--- src/rtl/uart_cmd_ctrl.sv ---
// uart_cmd_ctrl: turns bytes from the UART receiver into control pulses and
// time-set loads for the watch/stopwatch core.
//   Single-character commands: R/r run-stop, C/c clear, M/m mode;
//   CR, LF and space are ignored; 'T'/'t' + six digits (hhmmss) loads a time.
//   Time-set digits are range checked, and the sequence times out if no byte
//   arrives for TIMEOUT_CYC cycles. Rejected input pulses o_cmd_err.
// Ports:
//   clk, rst           clock, asynchronous active-high reset
//   rx_data, rx_done   received byte and its one-cycle strobe
//   o_run_stop, o_clear, o_mode, o_set_valid, o_cmd_err   one-cycle pulses
//   o_set_hour/min/sec binary time, updated only with o_set_valid
// Optional echo (macro UART_CMD_ECHO_EN): o_tx_data, o_tx_start, tx_busy.
//   Each byte that does not cause an error is echoed, if tx_busy is low.
module uart_cmd_ctrl #(
    parameter int unsigned TIMEOUT_CYC = 100_000_000
) (
    input  logic       clk,
    input  logic       rst,
    input  logic [7:0] rx_data,
    input  logic       rx_done,
    output logic       o_run_stop,
    output logic       o_clear,
    output logic       o_mode,
    output logic       o_set_valid,
    output logic [4:0] o_set_hour,
    output logic [5:0] o_set_min,
    output logic [5:0] o_set_sec,
`ifdef UART_CMD_ECHO_EN
    output logic [7:0] o_tx_data,
    output logic       o_tx_start,
    input  logic       tx_busy,
`endif
    output logic       o_cmd_err
);

    localparam int unsigned CNT_W = $clog2(TIMEOUT_CYC + 1);

    typedef enum logic [1:0] {IDLE, COLLECT, CHECK} state_t;

    state_t            state, state_n;
    logic [2:0]        idx, idx_n;
    logic [CNT_W-1:0]  cnt, cnt_n;
    logic [5:0][3:0]   digits, digits_n;
    logic              run_stop_n, clear_n, mode_n, set_valid_n, cmd_err_n;
    logic [4:0]        set_hour_n;
    logic [5:0]        set_min_n, set_sec_n;
    logic [6:0]        hr_c, mn_c, sc_c;
    logic              is_digit_c;

    // Two-digit decimal values of the collected buffer
    assign hr_c = 7'(digits[0]) * 7'd10 + 7'(digits[1]);
    assign mn_c = 7'(digits[2]) * 7'd10 + 7'(digits[3]);
    assign sc_c = 7'(digits[4]) * 7'd10 + 7'(digits[5]);

    assign is_digit_c = (rx_data >= 8'h30) && (rx_data <= 8'h39);

`ifdef UART_CMD_ECHO_EN
    logic [7:0] tx_data_n;
    logic       tx_start_n;
`endif

    // Next-state and next-output logic
    always_comb begin
        state_n     = state;
        idx_n       = idx;
        cnt_n       = cnt;
        digits_n    = digits;
        run_stop_n  = 1'b0;
        clear_n     = 1'b0;
        mode_n      = 1'b0;
        set_valid_n = 1'b0;
        cmd_err_n   = 1'b0;
        set_hour_n  = o_set_hour;
        set_min_n   = o_set_min;
        set_sec_n   = o_set_sec;

        case (state)
            IDLE: begin
                if (rx_done) begin
                    case (rx_data)
                        8'h52, 8'h72: run_stop_n = 1'b1;
                        8'h43, 8'h63: clear_n    = 1'b1;
                        8'h4D, 8'h6D: mode_n     = 1'b1;
                        8'h54, 8'h74: begin
                            state_n  = COLLECT;
                            idx_n    = 3'd0;
                            cnt_n    = '0;
                            digits_n = '0;
                        end
                        8'h0D, 8'h0A, 8'h20: ;
                        default: cmd_err_n = 1'b1;
                    endcase
                end
            end
            COLLECT: begin
                if (rx_done) begin
                    if (is_digit_c) begin
                        // ASCII '0'..'9' carry their value in the low nibble
                        digits_n[idx] = rx_data[3:0];
                        idx_n         = idx + 3'd1;
                        cnt_n         = '0;
                        if (idx == 3'd5) state_n = CHECK;
                    end else begin
                        cmd_err_n = 1'b1;
                        state_n   = IDLE;
                        idx_n     = 3'd0;
                        digits_n  = '0;
                    end
                end else if (cnt == CNT_W'(TIMEOUT_CYC - 1)) begin
                    cmd_err_n = 1'b1;
                    state_n   = IDLE;
                    idx_n     = 3'd0;
                    cnt_n     = '0;
                    digits_n  = '0;
                end else begin
                    cnt_n = cnt + CNT_W'(1);
                end
            end
            CHECK: begin
                // Any byte arriving here is dropped without error
                if (hr_c <= 7'd23 && mn_c <= 7'd59 && sc_c <= 7'd59) begin
                    set_valid_n = 1'b1;
                    set_hour_n  = hr_c[4:0];
                    set_min_n   = mn_c[5:0];
                    set_sec_n   = sc_c[5:0];
                end else begin
                    cmd_err_n = 1'b1;
                end
                state_n  = IDLE;
                idx_n    = 3'd0;
                cnt_n    = '0;
                digits_n = '0;
            end
            default: state_n = IDLE;
        endcase
    end

`ifdef UART_CMD_ECHO_EN
    // Echo every accepted byte that was not rejected, when the transmitter is free
    always_comb begin
        tx_start_n = rx_done && !cmd_err_n && (state != CHECK) && !tx_busy;
        tx_data_n  = tx_start_n ? rx_data : o_tx_data;
    end
`endif

    // State and output registers
    always_ff @(posedge clk or posedge rst) begin
        if (rst) begin
            state       <= IDLE;
            idx         <= 3'd0;
            cnt         <= '0;
            digits      <= '0;
            o_run_stop  <= 1'b0;
            o_clear     <= 1'b0;
            o_mode      <= 1'b0;
            o_set_valid <= 1'b0;
            o_cmd_err   <= 1'b0;
            o_set_hour  <= 5'd0;
            o_set_min   <= 6'd0;
            o_set_sec   <= 6'd0;
`ifdef UART_CMD_ECHO_EN
            o_tx_data   <= 8'd0;
            o_tx_start  <= 1'b0;
`endif
        end else begin
            state       <= state_n;
            idx         <= idx_n;
            cnt         <= cnt_n;
            digits      <= digits_n;
            o_run_stop  <= run_stop_n;
            o_clear     <= clear_n;
            o_mode      <= mode_n;
            o_set_valid <= set_valid_n;
            o_cmd_err   <= cmd_err_n;
            o_set_hour  <= set_hour_n;
            o_set_min   <= set_min_n;
            o_set_sec   <= set_sec_n;
`ifdef UART_CMD_ECHO_EN
            o_tx_data   <= tx_data_n;
            o_tx_start  <= tx_start_n;
`endif
        end
    end

endmodule

--- config.mk ---
export PLATFORM = sky130hd
export DESIGN_NAME = uart_cmd_ctrl
export DESIGN_NICKNAME = d
export VERILOG_FILES = /design/src/rtl/uart_cmd_ctrl.sv
export SDC_FILE = /design/constraint.sdc
export NUM_CORES = 1
export LEC_CHECK = 0
export ABC_AREA = 1
export BUFFER_PORTS_ARGS = -buffer_cell sky130_fd_sc_hd__buf_2
export CAP_MARGIN = 20
export CORE_MARGIN = 4
export CORE_UTILIZATION = 48
export CTS_CLUSTER_DIAMETER = 30
export DETAILED_ROUTE_END_ITERATION = 6
export PLACE_DENSITY_LB_ADDON = 0.15
export SLEW_MARGIN = 20
export SYNTH_ARGS = -nofsm -noshare
export SYNTH_HDL_FRONTEND = slang
export SYNTH_SLANG_ARGS = --single-unit
--- constraint.sdc ---
create_clock -name clk -period 3.5 [get_ports clk]
set_input_delay 0.7 -clock clk [delete_from_list [all_inputs] [get_ports clk]]
set_output_delay 0.7 -clock clk [all_outputs]
set_load 0.05 [all_outputs]
==> results.toml, run 1 <==
[outcome]
status = "finished clean"

[critical_path]
cp_cell_sequence = "ha_1, ha_1, inv_1, fa_1, nor2_1, nand4_1, nand3b_1, nand2_1, nor2_4, nand3_4, nand2_1, nand2_1"
startpoint_type = "flip-flop"
crit_buf_inv = 1
critPathMaxFanout = 19
reg2regPathDepth = 12
critPathKind = "flip-flop to flip-flop"
end_kind = "flip-flop"
worstPathRequired_ns = 3.76
worstReg2RegStart = "digits[9]"
cp_num_cells = 12
crit_arrival_ns = 3.10
reg2reg_setup_slack_ns = 0.66
r2r_end = "o_set_hour[4]"
cp_top_family = "simple AND/OR/NAND/NOR gates"
critPathSlowestCell = "dfrtp_1"
crit_top_cell = "nand2_1"
slowest_delay_ns = 0.44

[route]
drtAntennaViolNets = 0
vias = 4718
drtPass1Iterations = 5
wl_mm = 12.3
wl_per_cell_um = 13.6
drt_iter0_drc = 312
vias_per_cell = 5.22
drc = 0

[layout]
final_cell_mix = "nand2_1, nand3_1, dfrtp_1, inv_1, nor2_1"
antennaDiodeCount = 0
synthToLayoutAreaGrowth_pct = 8.85
final_nets = 796
drive_above_1_share_pct = 10.7
final_util_pct = 53.3
fill_cells = 1057
final_common_cell = "nand2_1"

[synthesis]
ys_types = 34
synth_xor_area_share_pct = 3.31
syn_avg_cell_area_um2 = 7.23
synth_compound_area_share_pct = 2.67
synth_mux_area_share_pct = 0
synth-simple-area-share_pct = 41.9
ys_ff_latch = 78
synth_top_area_share_pct = 36.9
postSynthCellCount = 731
synth.area.top_cells = "dfrtp_1, nand2_1, nand3_1"
ys_seq_area_share_pct = 36.9
synthAdderAreaFrac_pct = 7.24
ys_warn_count = 0
syn-num-nets = 769
synthesis.area_um2 = 5290
yosysTopAreaCell = "dfrtp_1"
synth_top_family_by_area = "simple AND/OR/NAND/NOR gates"

[power_and_ir_drop]
swShare_pct = 34.8
power.internal_w = 0.00145
p_sw_w = 0.000775
power_w = 0.00223
seqPwrFrac_pct = 44.1
max-vdd-ir-drop_mv = 0.376
comb_power_share_pct = 22.4
powerDensity_nw_per_um2 = 387
leakage_nw = 3.04
p_clk_share_pct = 33.5

[grt]
gr-total-overflow = 0
grt_pass1_vias = 4356
grt_max_degree = 54
grt_pass1_wl_mm = 21.3
antenna_found_initial = 0
globalRouteTotalUtil_pct = 20.4

[clocking]
cts_max_level = 3
clk_latency_ns = 0.36
ctsResizeCount = 0
cts_tree = "built"
cts_root_buf = "clkbuf_8"
cts_setup_buffers = 0
clk_pin_slew_worst_paths_ns = 0.08
cts_sinks = 78
hold_buffers = 0
cts_buffers = 9
cts_buffer_depth = 2

[hold_path]
worstHoldStart = "o_set_sec[0]"
hold_class = "flip-flop to flip-flop"
hold_path_end = "o_set_sec[0]"
whs_path_depth = 2

[timing]
relSlewSlack_pct = 39.0
period_needed_ns = 2.84
hold_viol = 0
slew_violations = 0
rsz0062_at_grt = "false"
finClkSkew_ns = 0.0122
fin_setup_tns_ns = 0
finalSetupViolCount = 0
fin_crit_sh_pct = 81.2
tightest_slew_ns = 0.914
fin_ws_ns = 0.657
max_freq_mhz = 352
whs_ns = 0.471

[placement]
hpwl_mm = 9.27
dpl_worst_slack_ns = 0.647
routabilityCongestion = 0.928
io_buffers = 32

[floorplan]
dieArea_um2 = 12800
die_w_um = 113
rows = 38
io-pin-count = 33
initial_core_util_pct = 49.0
core-area_um2 = 10800
fp.dieH_um = 113

[flow_run]
max_cap_violations = 0
==> how the worst max path moves through the flow <==
stage          slack (ns)        from             to
2_1_floorplan        0.80         rst         cnt[0]
3_3_place_gp         0.76   digits[9]  o_set_hour[1]
3_5_place_dp         0.65   digits[9]   o_set_sec[2]
4_1_cts              0.63   digits[9]   o_set_sec[2]
5_1_grt              0.36  digits[17]  o_set_hour[4]
6_report             0.66   digits[9]  o_set_hour[4]
==> registers in the layout, indices dropped and copies added, names as in the netlist <==
register,count
cnt,27
o_set_min,6
o_set_sec,6
idx,3
o_run_stop,1
digits,24
o_set_valid,1
state,2
o_cmd_err,1
o_set_hour,5
o_mode,1
o_clear,1
==> per-layer routing <==
metal	up-vias	share of wire [%]	global-route usage, %
li1	2440	-	-
met1	2190	52	30.6
met2	77	44	30.6
met3	11	3.4	3.05
met4	0	1.3	6.49
met5	-	0	0
==> worst reg2reg max path, cell delays in order, from the launching register on <==
cell      delay [ns]
dfrtp_1         0.44
ha_1            0.32
ha_1            0.19
inv_1           0.06
fa_1            0.44
nor2_1          0.17
nand4_1         0.09
nand3b_1        0.09
nand2_1         0.11
nor2_4          0.37
nand3_4         0.26
nand2_1         0.15
nand2_1         0.05
==> cell usage after synthesis <==
cell and instances:
nand2_2 4, xor2_1 14, dfrtp_1 78, nand4_1 37
nand3_1 89, nor2_4 3, nor4_1 2, nand2_1 237
nand3b_1 3, a21oi_1 2, nor3b_1 2, nor2_2 1
nand3_2 7, o21ai_1 9, nor2_1 54, ha_1 21
xnor2_1 6, nand2_4 1, inv_2 5, a21o_1 1
fa_1 6, nand3_4 2, buf_2 1, buf_6 5
and2_1 1, buf_4 3, clkbuf_1 13, nor3_1 34
o21ai_0 14, nor2_8 1, nor3_2 1, o21ai_2 1
or2_2 1, inv_1 72
==> stage by stage <==
step	std cells	instance area [um^2]
2_1_floorplan	731	5290
3_3_place_gp	887	5540
3_5_place_dp	887	5540
4_1_cts	903	5750
5_1_grt	903	5750
6_report	903	5750
==> area by class of cell <==
| cell class | count | area [um^2] | share of cell area, % |
|---|---|---|---|
| sequential | 78 | 1950 | 33.9 |
| multi-input combinational | 554 | 2910 | 50.6 |
| inverter | 77 | 290 | 5.04 |
| timing repair buffer | 38 | 205 | 3.57 |
| clock inverter | 3 | 40.0 | 0.696 |
| tap | 140 | 175 | 3.04 |
| clock buffer | 13 | 179 | 3.11 |
==> power by group through the flow <==
stage	registers, W	clock network (W)	logic, W
final	0.000982	0.000745	0.000499
after global routing	0.000987	0.000802	0.000552
after CTS	0.000980	0.000771	0.000499
after detailed placement	0.000997	0	0.000500
after global placement	0.000996	0	0.000492
after floorplan	0.00100	0	0.000400
==> kinds of logic (layout without fill, tap and decap cells) <==
group,Yosys count,in the layout
buf+inv,99,131
fa+ha+maj,27,27
xor+xnor,20,20
simple gates,480,480
flops,78,78
compound gates,27,27
No activity file was read; power rests on OpenSTA's default activity.
==> run 2: changes to the inputs <==
==> constraint.sdc (replaced) <==
create_clock -name clk -period 2.8 [get_ports clk]
set_input_delay 0.56 -clock clk [delete_from_list [all_inputs] [get_ports clk]]
set_output_delay 0.56 -clock clk [all_outputs]
set_load 0.05 [all_outputs]
==> run 2 against run 1 <==
  * Die area unchanged
  * Utilization up 1.2 points
  * Sequential cell count unchanged
  * Via count up 3.9%
  * Clock skew down 0.0049 ns
  * Setup slack worse by 0.53 ns
  * Clock power up 20%
  * Clock-buffer cell count down 3
  * Fmax up 6.3%
  * Sequential share of layout area down 0.73 points
  * Largest cell class unchanged
  * Global-route usage up 0.75 points
  * Routed wire length up 3.1%
==> results.toml, run 2 (synthesized netlist as in run 1, its figures left out) <==
[layout]
final_nets = 808
fin_area_um2 = 5880
reg.largest.list = "cnt (27), digits (24)"
fill_cells = 1043
synthToLayoutAreaGrowth_pct = 11.3
final_cell_mix = "nand2_1, nand3_1, dfrtp_1, inv_1, nor2_1"
multi_input_area_um2 = 2970
largest_register_ffs = 27
antennaDiodeCount = 0
largest-register = "cnt"
seqCellArea_um2 = 1950
drive_above_1_share_pct = 13.0
final_common_cell = "nand2_1"

[flow_run]
max_cap_violations = 0

[timing]
finalSetupViolCount = 0
hold_viol = 0
relSlewSlack_pct = 42.7
finClkSkew_ns = 0.00735
tightest_slew_ns = 0.859
fin_crit_sh_pct = 95.6
fin_ws_ns = 0.124
max_freq_mhz = 374
period_needed_ns = 2.68
slew_violations = 0

[floorplan]
rows = 38
die_w_um = 113
core-area_um2 = 10800
initial_core_util_pct = 49.0
dieArea_um2 = 12800
fp.dieH_um = 113
io-pin-count = 33

[route]
drt_iter0_drc = 483
drtAntennaViolNets = 0
drtPass1Iterations = 6
drc = 0
wl_per_cell_um = 13.8
vias = 4904
wl_mm = 12.6
vias_per_cell = 5.36

[grt]
gr-total-overflow = 0
busiest_layer = "met2"
grt.met1_usage_pct = 28.2
grt_pass1_vias = 4678
grtUsageMet3_pct = 3.74
globalRouteTotalUtil_pct = 21.2
use_met2_pct = 34.3
grt_max_degree = 42
antenna_found_initial = 0
grt_pass1_wl_mm = 22.1

[placement]
hpwl_mm = 9.42
io_buffers = 32
dpl_worst_slack_ns = 0.0485
dpl_cell_area_um2 = 5580
routabilityCongestion = 0.932

[power_and_ir_drop]
leakage_nw = 3.08
powerDensity_nw_per_um2 = 471
power_w = 0.00277
max-vdd-ir-drop_mv = 0.429

[critical_path]
crit_arrival_ns = 2.94
crit_path_start = "digits[9]"
worstReg2RegStart = "digits[9]"
cp_cell_sequence = "ha_1, ha_1, inv_1, fa_1, nor2_1, nand4_1, nand3b_1, nand2_1, nor2_4, buf_4, nand3_2, nand2_1, nand2_1"
crit_top_cell = "nand2_1"
critPathSlowestCell = "fa_1"
critPathMaxFanout = 4
critPathKind = "flip-flop to flip-flop"
end_kind = "flip-flop"
worstPathRequired_ns = 3.06
slowest_delay_ns = 0.45
startpoint_type = "flip-flop"

[clocking]
clk_pin_slew_worst_paths_ns = 0.09
cts_buffers = 9
cts_max_level = 3
clk_latency_ns = 0.37
hold_buffers = 0
cts_buffer_depth = 2
cts_sinks = 78
cts_tree = "built"
cts_root_buf = "clkbuf_8"

[outcome]
status = "finished clean"

[hold_path]
hold_class = "input port to async pin"
-- run 2: cell count changes in the layout (fill, tap and decap cells not counted), moves of 2 or more --
| cell | delta |
|---|---|
| buf_4 | +7 |
| clkbuf_8 | -3 |
| clkinv_2 | -2 |
| clkinvlp_4 | +3 |
| nand2_1 | -2 |
| nand2_2 | +2 |
| nand3_2 | +2 |
| nor2_1 | -2 |
| nor2_2 | +2 |
-- run 2: critical path, delay by kind of cell (launching register included) --
family	cells	cell delay, ns
DFF	1	0.44
buffers and inverters	2	0.22
and+or+nand+nor	8	0.94
adders and majority gates	3	0.98
-- run 2: path summary, 6_finish.rpt --
path | depth (start not counted) | slack, ns | to
setup / recovery | 13 | 0.12 | o_set_sec[2]
hold / removal | 2 | 0.28 | cnt[3]
setup reg to reg | 13 | 0.12 | o_set_sec[2]
hold reg to reg | 2 | 0.47 | o_set_min[0]
max in group asynchronous | 3 | 1.86 | digits[1]
min in group clk | 2 | 0.42 | o_clear
-- run 2: metrics by stage --
stage	instances	setup TNS [ns]	hold WS (ns)	utilization, %
after floorplan	731	0	0.442	-
after global placement	891	0	0.450	51.7
after detailed placement	891	0	0.454	51.7
after CTS	907	0	0.292	53.6
after global routing	915	-0.0289	0.318	54.5
final	915	0	0.279	54.5
-- run 2: layout make-up --
type | count | area share, %
multi-input cells | 557 | 50.5
flip-flops and latches | 78 | 33.2
inverters | 77 | 4.93
repair buffers | 47 | 4.91
well taps | 140 | 2.98
clock buffers | 10 | 2.34
clock inverters | 6 | 1.19
-- run 2: routing by layer --
| metal | share of wire, % | up-vias | routed length [um] |
|---|---|---|---|
| met4 | 2.0 | 0 | 258 |
| met5 | 0 | - | 0 |
| met3 | 4.2 | 23 | 532 |
| met2 | 48 | 117 | 6080 |
| met1 | 46 | 2290 | 5780 |
| li1 | - | 2474 | - |
-- run 2: power by group --
part | total (W) | internal (W) | switching, W | leakage (nW)
Combinational | 0.000654 | 0.000163 | 0.000491 | 1.91
Clock | 0.000893 | 0.000440 | 0.000453 | 0.0951
Sequential | 0.00122 | 0.00117 | 0.0000543 | 1.08
Total | 0.00277 | 0.00177 | 0.000998 | 3.08
-- run 2: repair_timing --
item | CTS | global route
setup buffers | 0 | 5
setup endpoints to repair | 0 | 19
gates resized for setup | 0 | 9
